File: src/rtl/load_store_unit_if.sv
// Bundle of the pipeline request/response and data-memory signals of the load/store unit.
// The master view belongs to the unit; the slave view to the pipeline and memory around it.
interface load_store_unit_if;
  logic        req_valid;
  logic        req_ready;
  logic        req_write;
  logic [1:0]  req_size;
  logic        req_signed;
  logic [31:0] req_addr;
  logic [31:0] req_wdata;
  logic        resp_valid;
  logic [31:0] resp_rdata;
  logic        resp_fault;
  logic        stall;
  logic        mem_write;
  logic [31:0] mem_address;
  logic [31:0] mem_write_data;
  logic [31:0] mem_read_data;

  modport master (
    input  req_valid, req_write, req_size, req_signed, req_addr, req_wdata, mem_read_data,
    output req_ready, resp_valid, resp_rdata, resp_fault, stall,
    output mem_write, mem_address, mem_write_data
  );

  modport slave (
    output req_valid, req_write, req_size, req_signed, req_addr, req_wdata, mem_read_data,
    input  req_ready, resp_valid, resp_rdata, resp_fault, stall,
    input  mem_write, mem_address, mem_write_data
  );
endinterface

File: src/rtl/load_store_unit.sv
// Load/store unit: big-endian sub-word extraction on loads, read-modify-write for sub-word
// stores against a word-only memory, plus alignment/range fault checks.
module load_store_unit #(
  parameter logic [31:0] ADDR_BASE    = 32'h7FFF0000,
  parameter logic [31:0] ADDR_LAST    = 32'h7FFFFFFC,
  parameter int unsigned READ_LATENCY = 1
) (
  input  logic              clk,
  input  logic              rst,
  load_store_unit_if.master lsu_bus
);

  localparam int unsigned RdLat =
      (READ_LATENCY < 1) ? 1 : ((READ_LATENCY > 4) ? 4 : READ_LATENCY);
  localparam logic [1:0]  WaitInit = 2'(RdLat - 1);
  localparam logic [29:0] BaseIdx  = ADDR_BASE[31:2];
  localparam logic [29:0] LastIdx  = ADDR_LAST[31:2];

  typedef enum logic [2:0] {StIdle, StRdWait, StRmwWait, StWr, StResp} state_e;

  state_e      state_q;
  logic        req_ready_q;
  logic        resp_valid_q;
  logic        resp_fault_q;
  logic [31:0] resp_rdata_q;
  logic        stall_q;
  logic        mem_write_q;
  logic [31:0] mem_address_q;
  logic [31:0] mem_write_data_q;
  logic [31:0] wdata_q;
  logic [1:0]  size_q;
  logic [1:0]  offset_q;
  logic        signed_q;
  logic [1:0]  wait_cnt_q;

  logic        accept;
  logic        req_fault;
  logic [29:0] req_word;
  logic [7:0]  rd_byte;
  logic [15:0] rd_half;
  logic [31:0] load_ext;
  logic [31:0] merged;

  assign accept   = lsu_bus.req_valid && req_ready_q;
  assign req_word = lsu_bus.req_addr[31:2];

  // Fault priority: illegal size, half misalignment, word misalignment, address range.
  always_comb begin
    req_fault = 1'b0;
    if (lsu_bus.req_size == 2'd3) begin
      req_fault = 1'b1;
    end else if (lsu_bus.req_size == 2'd1 && lsu_bus.req_addr[0]) begin
      req_fault = 1'b1;
    end else if (lsu_bus.req_size == 2'd2 && lsu_bus.req_addr[1:0] != 2'd0) begin
      req_fault = 1'b1;
    end else if (req_word < BaseIdx || req_word > LastIdx) begin
      req_fault = 1'b1;
    end
  end

  // Big-endian lanes: byte offset 0 is the most significant byte.
  always_comb begin
    rd_byte = 8'h00;
    unique case (offset_q)
      2'd0:    rd_byte = lsu_bus.mem_read_data[31:24];
      2'd1:    rd_byte = lsu_bus.mem_read_data[23:16];
      2'd2:    rd_byte = lsu_bus.mem_read_data[15:8];
      default: rd_byte = lsu_bus.mem_read_data[7:0];
    endcase
    rd_half = offset_q[1] ? lsu_bus.mem_read_data[15:0] : lsu_bus.mem_read_data[31:16];

    case (size_q)
      2'd0:    load_ext = {{24{signed_q & rd_byte[7]}}, rd_byte};
      2'd1:    load_ext = {{16{signed_q & rd_half[15]}}, rd_half};
      default: load_ext = lsu_bus.mem_read_data;
    endcase
  end

  always_comb begin
    merged = lsu_bus.mem_read_data;
    if (size_q == 2'd0) begin
      unique case (offset_q)
        2'd0:    merged[31:24] = wdata_q[7:0];
        2'd1:    merged[23:16] = wdata_q[7:0];
        2'd2:    merged[15:8]  = wdata_q[7:0];
        default: merged[7:0]   = wdata_q[7:0];
      endcase
    end else if (offset_q[1]) begin
      merged[15:0] = wdata_q[15:0];
    end else begin
      merged[31:16] = wdata_q[15:0];
    end
  end

  always_ff @(posedge clk) begin
    if (rst) begin
      state_q          <= StIdle;
      req_ready_q      <= 1'b0;
      resp_valid_q     <= 1'b0;
      resp_fault_q     <= 1'b0;
      resp_rdata_q     <= 32'h0;
      stall_q          <= 1'b0;
      mem_write_q      <= 1'b0;
      mem_address_q    <= 32'h0;
      mem_write_data_q <= 32'h0;
      wdata_q          <= 32'h0;
      size_q           <= 2'd0;
      offset_q         <= 2'd0;
      signed_q         <= 1'b0;
      wait_cnt_q       <= 2'd0;
    end else begin
      // Pulse-style outputs default low; only the transition into RESP or WR raises them.
      resp_valid_q <= 1'b0;
      resp_fault_q <= 1'b0;
      resp_rdata_q <= 32'h0;
      mem_write_q  <= 1'b0;

      case (state_q)
        StIdle: begin
          req_ready_q <= 1'b1;
          if (accept) begin
            req_ready_q <= 1'b0;
            wdata_q     <= lsu_bus.req_wdata;
            size_q      <= lsu_bus.req_size;
            offset_q    <= lsu_bus.req_addr[1:0];
            signed_q    <= lsu_bus.req_signed;
            if (req_fault) begin
              state_q      <= StResp;
              resp_valid_q <= 1'b1;
              resp_fault_q <= 1'b1;
            end else begin
              mem_address_q <= {lsu_bus.req_addr[31:2], 2'b00};
              stall_q       <= 1'b1;
              if (!lsu_bus.req_write) begin
                state_q    <= StRdWait;
                wait_cnt_q <= WaitInit;
              end else if (lsu_bus.req_size == 2'd2) begin
                state_q          <= StWr;
                mem_write_q      <= 1'b1;
                mem_write_data_q <= lsu_bus.req_wdata;
              end else begin
                state_q    <= StRmwWait;
                wait_cnt_q <= WaitInit;
              end
            end
          end
        end

        StRdWait: begin
          if (wait_cnt_q == 2'd0) begin
            state_q      <= StResp;
            stall_q      <= 1'b0;
            resp_valid_q <= 1'b1;
            resp_rdata_q <= load_ext;
          end else begin
            wait_cnt_q <= wait_cnt_q - 2'd1;
          end
        end

        StRmwWait: begin
          if (wait_cnt_q == 2'd0) begin
            state_q          <= StWr;
            mem_write_q      <= 1'b1;
            mem_write_data_q <= merged;
          end else begin
            wait_cnt_q <= wait_cnt_q - 2'd1;
          end
        end

        StWr: begin
          state_q      <= StResp;
          stall_q      <= 1'b0;
          resp_valid_q <= 1'b1;
        end

        StResp: begin
          state_q     <= StIdle;
          req_ready_q <= 1'b1;
        end

        default: begin
          state_q     <= StIdle;
          req_ready_q <= 1'b0;
          stall_q     <= 1'b0;
        end
      endcase
    end
  end

  assign lsu_bus.req_ready      = req_ready_q;
  assign lsu_bus.resp_valid     = resp_valid_q;
  assign lsu_bus.resp_fault     = resp_fault_q;
  assign lsu_bus.resp_rdata     = resp_rdata_q;
  assign lsu_bus.stall          = stall_q;
  assign lsu_bus.mem_write      = mem_write_q;
  assign lsu_bus.mem_address    = mem_address_q;
  assign lsu_bus.mem_write_data = mem_write_data_q;

endmodule

File: src/flat_wrapper.sv
// flat-port wrapper written by rule: the top's interface ports become plain ports
module load_store_unit_flat 
#(
  parameter logic [31:0] ADDR_BASE    = 32'h7FFF0000,
  parameter logic [31:0] ADDR_LAST    = 32'h7FFFFFFC,
  parameter int unsigned READ_LATENCY = 1
)
  (clk, rst, lsu_bus_req_valid, lsu_bus_req_write, lsu_bus_req_size, lsu_bus_req_signed, lsu_bus_req_addr, lsu_bus_req_wdata, lsu_bus_mem_read_data, lsu_bus_req_ready, lsu_bus_resp_valid, lsu_bus_resp_rdata, lsu_bus_resp_fault, lsu_bus_stall, lsu_bus_mem_write, lsu_bus_mem_address, lsu_bus_mem_write_data);
  load_store_unit_if lsu_bus_i ();
  input  logic clk;
  input  logic rst;
  input wire logic [$bits(lsu_bus_i.req_valid)-1:0] lsu_bus_req_valid;
  input wire logic [$bits(lsu_bus_i.req_write)-1:0] lsu_bus_req_write;
  input wire logic [$bits(lsu_bus_i.req_size)-1:0] lsu_bus_req_size;
  input wire logic [$bits(lsu_bus_i.req_signed)-1:0] lsu_bus_req_signed;
  input wire logic [$bits(lsu_bus_i.req_addr)-1:0] lsu_bus_req_addr;
  input wire logic [$bits(lsu_bus_i.req_wdata)-1:0] lsu_bus_req_wdata;
  input wire logic [$bits(lsu_bus_i.mem_read_data)-1:0] lsu_bus_mem_read_data;
  output wire logic [$bits(lsu_bus_i.req_ready)-1:0] lsu_bus_req_ready;
  output wire logic [$bits(lsu_bus_i.resp_valid)-1:0] lsu_bus_resp_valid;
  output wire logic [$bits(lsu_bus_i.resp_rdata)-1:0] lsu_bus_resp_rdata;
  output wire logic [$bits(lsu_bus_i.resp_fault)-1:0] lsu_bus_resp_fault;
  output wire logic [$bits(lsu_bus_i.stall)-1:0] lsu_bus_stall;
  output wire logic [$bits(lsu_bus_i.mem_write)-1:0] lsu_bus_mem_write;
  output wire logic [$bits(lsu_bus_i.mem_address)-1:0] lsu_bus_mem_address;
  output wire logic [$bits(lsu_bus_i.mem_write_data)-1:0] lsu_bus_mem_write_data;
  assign lsu_bus_i.req_valid = lsu_bus_req_valid;
  assign lsu_bus_i.req_write = lsu_bus_req_write;
  assign lsu_bus_i.req_size = lsu_bus_req_size;
  assign lsu_bus_i.req_signed = lsu_bus_req_signed;
  assign lsu_bus_i.req_addr = lsu_bus_req_addr;
  assign lsu_bus_i.req_wdata = lsu_bus_req_wdata;
  assign lsu_bus_i.mem_read_data = lsu_bus_mem_read_data;
  assign lsu_bus_req_ready = lsu_bus_i.req_ready;
  assign lsu_bus_resp_valid = lsu_bus_i.resp_valid;
  assign lsu_bus_resp_rdata = lsu_bus_i.resp_rdata;
  assign lsu_bus_resp_fault = lsu_bus_i.resp_fault;
  assign lsu_bus_stall = lsu_bus_i.stall;
  assign lsu_bus_mem_write = lsu_bus_i.mem_write;
  assign lsu_bus_mem_address = lsu_bus_i.mem_address;
  assign lsu_bus_mem_write_data = lsu_bus_i.mem_write_data;
  load_store_unit #(.ADDR_BASE(ADDR_BASE), .ADDR_LAST(ADDR_LAST), .READ_LATENCY(READ_LATENCY)) u_core (.clk(clk), .rst(rst), .lsu_bus(lsu_bus_i));
endmodule
File: config.mk
export PLATFORM = sky130hd
export DESIGN_NAME = load_store_unit_flat
export DESIGN_NICKNAME = d
export VERILOG_FILES = /design/src/rtl/load_store_unit_if.sv /design/src/rtl/load_store_unit.sv /design/src/flat_wrapper.sv
export SDC_FILE = /design/constraint.sdc
export NUM_CORES = 1
export LEC_CHECK = 0
export CAP_MARGIN = 20
export CORE_AREA = 2 2 113 115
export CTS_BUF_LIST = sky130_fd_sc_hd__clkbuf_2
export CTS_CLUSTER_DIAMETER = 80
export DETAILED_ROUTE_END_ITERATION = 10
export DIE_AREA = 0 0 115 117
export GPL_TIMING_DRIVEN = 0
export PLACE_DENSITY = 0.86
export REMOVE_ABC_BUFFERS = 1
export SYNTH_ARGS = -nofsm -noshare
export SYNTH_HDL_FRONTEND = slang
export SYNTH_SLANG_ARGS = --single-unit
export TNS_END_PERCENT = 30
File: constraint.sdc
create_clock -name clk -period 4.7 [get_ports clk]
set_clock_uncertainty 0.1 [all_clocks]
set_input_delay 0.94 -clock clk [delete_from_list [all_inputs] [get_ports clk]]
set_output_delay 0.94 -clock clk [all_outputs]
set_load 0.05 [all_outputs]
### After elaboration in Yosys (flattened, before gate mapping)

Index checks and enable logic that the tools add are counted.

| word-level totals | value |
|---|---|
| register bits after elaboration | 125 |
| bits of input ports | 103 |
| output and inout bits | 101 |
| word-level logic and storage cells | 113 |

| cells by class | value |
|---|---|
| $add $sub $neg | 1 |
| order comparisons | 2 |
| eq/ne operators | 18 |
| multiplexer cells | 48 |
| bitwise logic cells | 7 |
| reductions and logical operators | 23 |

Operators by type and width:

| operator | count |
|---|---|
| 32-bit 2-to-1 mux | 6 |
| 32-bit case mux with 2 select lines | 2 |
| 16-bit 2-to-1 mux | 3 |
| 8-bit 2-to-1 mux | 4 |
| 30-bit by 29-bit > comparator with 1-bit output (second input constant) | 1 |
| 30-bit by 29-bit < comparator with 1-bit output (second input constant) | 1 |
| 8-bit case mux with 3 select lines | 1 |
| 1-bit 2-to-1 mux | 16 |
| 3-bit 2-to-1 mux | 5 |
| 3-bit case mux with 4 select lines | 1 |
| 2-bit 2-to-1 mux | 5 |
| 1-bit case mux with 3 select lines | 3 |
| 3-bit OR reduction | 3 |
| 2-bit by 1-bit != test with 1-bit output (second input constant) | 4 |
| 2-bit by 1-bit == test with 1-bit output (second input constant) | 3 |
| 2-bit == test (second input constant) | 3 |
| 3-bit by 2-bit == test with 1-bit output (second input constant) | 2 |
| 2-bit logical NOT | 3 |
| 2-bit != test (second input constant) | 3 |
| 3-bit AND reduction | 2 |
| 6-bit AND reduction | 1 |
| 2-bit nonzero test | 3 |
| 2-bit OR reduction | 3 |
| 1-bit NOT | 5 |
| other kinds (13) | 16 |

### Depth between registers and ports, before layout

| logic depth | value |
|---|---|
| depth after elaboration | 9 |
| gate-level depth with buffers | 8 |
| gate-level depth less buffers | 7 |

### Least setup slack after synthesis

Ideal clock, no wire load.

| timing path | value |
|---|---|
| kind | input to register |
| start | input lsu_bus_req_addr[23] |
| end | register u_core.mem_write_data_q[12], in the netlist u_core.lsu_bus.mem_write_data[12] |
| arrival | 2.099 ns |
| required time | 4.455 ns |
| setup slack | 2.357 ns |
| stages | 6 |
| buffers on the path | 1 |
| cells stage by stage | nand4_1 -> nor4_4 -> a41oi_2 -> nor2_2 -> buf_4 -> a211oi_2 |

| between the ends | value |
|---|---|
| word-level cells in the longest chain between the ends | 8 |
| elaborated cells on any way between the ends | 9 |
| classes of those cells | order compare: 2; eq/ne: 1; mux: 4; reduce/logical: 2 |

Ends and longest elaborated chain:

| what | line | RTL |
|---|---|---|
| start, declared | flat_wrapper.sv:16 | `input wire logic [$bits(lsu_bus_i.req_addr)-1:0] lsu_bus_req_addr;` |
| 30-bit by 29-bit < comparator with 1-bit output / 30-bit by 29-bit > comparator with 1-bit output (equally long branches) | load_store_unit.sv:56 | `end else if (req_word < BaseIdx \|\| req_word > LastIdx) begin` |
| 1-bit logical OR * | load_store_unit.sv:56 |  |
| 1-bit 2-to-1 mux * | load_store_unit.sv:56 |  |
| 1-bit 2-to-1 mux * | load_store_unit.sv:54 | `end else if (lsu_bus.req_size == 2'd2 && lsu_bus.req_addr[1:0] != 2'd0) begin` |
| 1-bit 2-to-1 mux * | load_store_unit.sv:52 | `end else if (lsu_bus.req_size == 2'd1 && lsu_bus.req_addr[0]) begin` |
| 1-bit 2-to-1 mux * | load_store_unit.sv:50 | `if (lsu_bus.req_size == 2'd3) begin` |
| 2-bit != test (no line) * | - |  |
| 6-bit AND reduction (no line) * | - |  |
| end signal, assigned | load_store_unit.sv:140 | `mem_write_data_q <= lsu_bus.req_wdata;` |
| end signal, assigned | load_store_unit.sv:164 | `mem_write_data_q <= merged;` |
| end, declared | load_store_unit.sv:29 | `logic [31:0] mem_write_data_q;` |

Every way passes the cells marked *; elsewhere a longest branch is shown, timed or not.
A chain may end at the register's enable or synchronous reset.

### Final worst setup path

| timing path | value |
|---|---|
| start | input lsu_bus_req_valid |
| end | register u_core.mem_address_q[9], in the netlist u_core.lsu_bus.mem_address[9] |

| between the ends | value |
|---|---|
| word-level cells in the longest chain between the ends | 2 |

Ends and longest elaborated chain:

| what | line | RTL |
|---|---|---|
| start, declared | flat_wrapper.sv:12 | `input wire logic [$bits(lsu_bus_i.req_valid)-1:0] lsu_bus_req_valid;` |
| 1-bit logical AND | load_store_unit.sv:44 | `assign accept = lsu_bus.req_valid && req_ready_q;` |
| 3-bit AND reduction (no line) | - |  |
| end signal, assigned | load_store_unit.sv:132 | `mem_address_q <= {lsu_bus.req_addr[31:2], 2'b00};` |
| end, declared | load_store_unit.sv:28 | `logic [31:0] mem_address_q;` |

No other way between the ends.

==> metrics <==
sequential fraction of design power 42.4%; Tmin final 3060 ps; htree depth 4; Worst setup EP type flop; worst endpoint required time 5140 ps; PnR worst setup slack about 1600 ps; pre-CTS setup slack 932 ps; DRT antenna net count 0; CP Max Fanout 22; FF+latch count, synth 125; CTS Sinks 125; Core Footprint 12300 um^2; CTS tree yes; global-route wire length before repair roughly 28000 um; peak supply drop 0.000155 V; Met2 Routed Length 8820 um; net switching power 1050 uW; static leakage 0.00320 uW; DRT met1 WL 6960 um; Clock Pin Slew Worst Setup and Hold Paths 160 ps; Main synth FF type dfxtp_1; Tcrit/Tclk final 65.1%; area leader, netlist dfxtp_1; total area of sequential cells 2500 um^2; Rel. slew slack roughly 30%; Avg Inst Size Synth roughly 9 um^2; combinational group share of total power 33.8%; total congestion overflow 0; Port Buf Inserts 201; Fillers 972; die area around 13000 um^2; total CTS buffers 17; Hold-fix buffers, CTS 0; Multi-input gate area 3200 um^2; Critical Path Max Stage Delay 780 ps; initial antenna violation count 1; Die H 117 um; vias in the first global route 5761; GP Congestion 0.874; power per cell area about 340 nW/um^2; Startpoint Class input pin; worst hold path type reg2reg; yosys warns 0; FP Rows 41; Max Transition Viols Final 0; number of flops mapped to enable cells by yosys 0; clock share of power 23.8%; run status completed; sw frac between 30% and 40%; Post-synth ARST share 0%; CP Cell Sequence clkdlybuf4s50_1 > and3_1 > nand3_1 > buf_8 > mux2i_1 > nor2_1; Gate Count Post-Synth 680; Setup Viol. Count Final 0; Max Root-Sink Buffers 2; Max Clock Freq 0.327 GHz; Starting Density 49.5%; Max Cap Violations 0; DP Area 8180 um^2; WP data arrival 3500 ps; Synth cell types 57; DRT Wirelength 18100 um; most frequent cells after synthesis dfxtp_1, a21oi_1, mux2i_1, nor2_1, nand2_1; Yosys top cell area share between 40% and 50%; top-count cell post-synth dfxtp_1; via count roughly 6000; Clock Root Buffer clkbuf_2; Final HPWL DP approximately 13000 um; # Post-CTS Setup Buffers 0; Worst-Skew Late Latency about 660 ps; final instance area 8440 um^2; All-Layer GR Usage between 20% and 30%; internal power roughly 1800 uW; P&R area growth vs syn 38.6%; CP max-delay cell and3_1; Core Util, Final 68.6%; WL/cell 17.9 um; unrepaired setup endpoints after global routing false; Nets between 900 and 1000; Total Power between 2000 and 3000 uW; Die Width 115 um; I/O pin cnt 204; final hold violations 0; worst-margin pin slew 1060 ps; fraction of layout cells with a size suffix above 1 about an eighth; Post-CTS Resized 0; drc violations 0; sequential-to-total area share from yosys stat between 40% and 50%; Iter 0 DRT Violations 657; metal3 WL about 1800 um; pin count of the biggest net entering global routing between 60 and 70; largest cells by area after synthesis dfxtp_1, mux2i_1, a21oi_1; mapped cell area 6090 um^2; critical path class in2reg; Top Layer Used met4; DR pass1 iterations 5; DR vias/cell 5.79
## cells in the final DEF (no fill, tap or decap), drive strengths merged, types with 13 or more instances in the layout
master	n
a211oi	24
o21ai	34
nand2b	18
clkdlybuf4s50	200
inv	28
nor2	72
clkbuf	18
nand3	13
nor3	13
a21oi	83
mux2	24
dfxtp	125
nand2	38
mux2i	69
## power by group through the flow
stage          sequential [uW]  combinational [uW]  clock [uW]
3_5_place_dp              1230                 946           0
2_1_floorplan             1350                 437           0
6_report                  1210                 969         683
4_1_cts                   1210                 952         704
3_3_place_gp              1240                 852           0
5_1_grt                   1220                1030         748
## through the flow
step,hold WS (ps),setup TNS (ps),cells
final,359,0,1014
after global routing,380,0,1014
after CTS,365,0,1011
after detailed placement,342,0,979
after global placement,333,-34260,971
after floorplan,349,0,620
## critical path: cells and delay by family
| family | cells | cell delay [ps] |
|---|---|---|
| buf+inv | 2 | 910 |
| mux | 1 | 160 |
| simple gates | 3 | 1480 |
## area by class of cell
cell class	instances	share of cell area (%)
multi-input combinational	467	37.9
antenna	1	0.0296
sequential	125	29.6
timing repair buffer	211	26.1
inverter	28	1.24
clock inverter	15	1.82
clock buffer	17	1.01
tap	150	2.22
## state kept, by name (all words and copies together) (netlist names), 2 cells and up
signal                         count
u_core.state_q                     3
u_core.offset_q                    2
u_core.lsu_bus.mem_address        30
u_core.wait_cnt_q                  2
u_core.wdata_q                    16
u_core.size_q                      2
u_core.lsu_bus.mem_write_data     32
u_core.lsu_bus.resp_rdata         32
## final timing paths
kind / from / endpoint / slack (ps) / depth (start not counted)
setup / recovery: lsu_bus_req_valid / u_core.lsu_bus.mem_address[9]$_SDFFE_PP0P_ / 1640 / 6
hold / removal: u_core.lsu_bus.mem_address[25]$_SDFFE_PP0P_ / u_core.lsu_bus.mem_address[25]$_SDFFE_PP0P_ / 360 / 2
setup reg to reg: u_core.state_q[0]$_SDFFE_PP0P_ / u_core.lsu_bus.mem_address[9]$_SDFFE_PP0P_ / 1670 / 6
hold reg to reg: u_core.lsu_bus.mem_address[25]$_SDFFE_PP0P_ / u_core.lsu_bus.mem_address[25]$_SDFFE_PP0P_ / 360 / 2
## cells by family after synthesis
kind of cell | after synthesis | share of synthesized area (%)
and+or+nand+nor | 180 | 14.3
adders and majority gates | 1 | 0.205
AOI/OAI and AO/OA | 189 | 21.4
DFF | 125 | 41.1
buffers and inverters | 89 | 6.71
other | 1 | 0.0615
muxes | 94 | 16.1
xor gates and xnor gates | 1 | 0.144
## layer usage
layer | vias to the layer above | GRT usage [%]
met1 | 2742 | 30.2
met5 | - | 0
met3 | 56 | 9.17
li1 | 2752 | -
met2 | 326 | 45.3
met4 | 0 | 12.1
No activity file was read; power rests on OpenSTA's default activity.
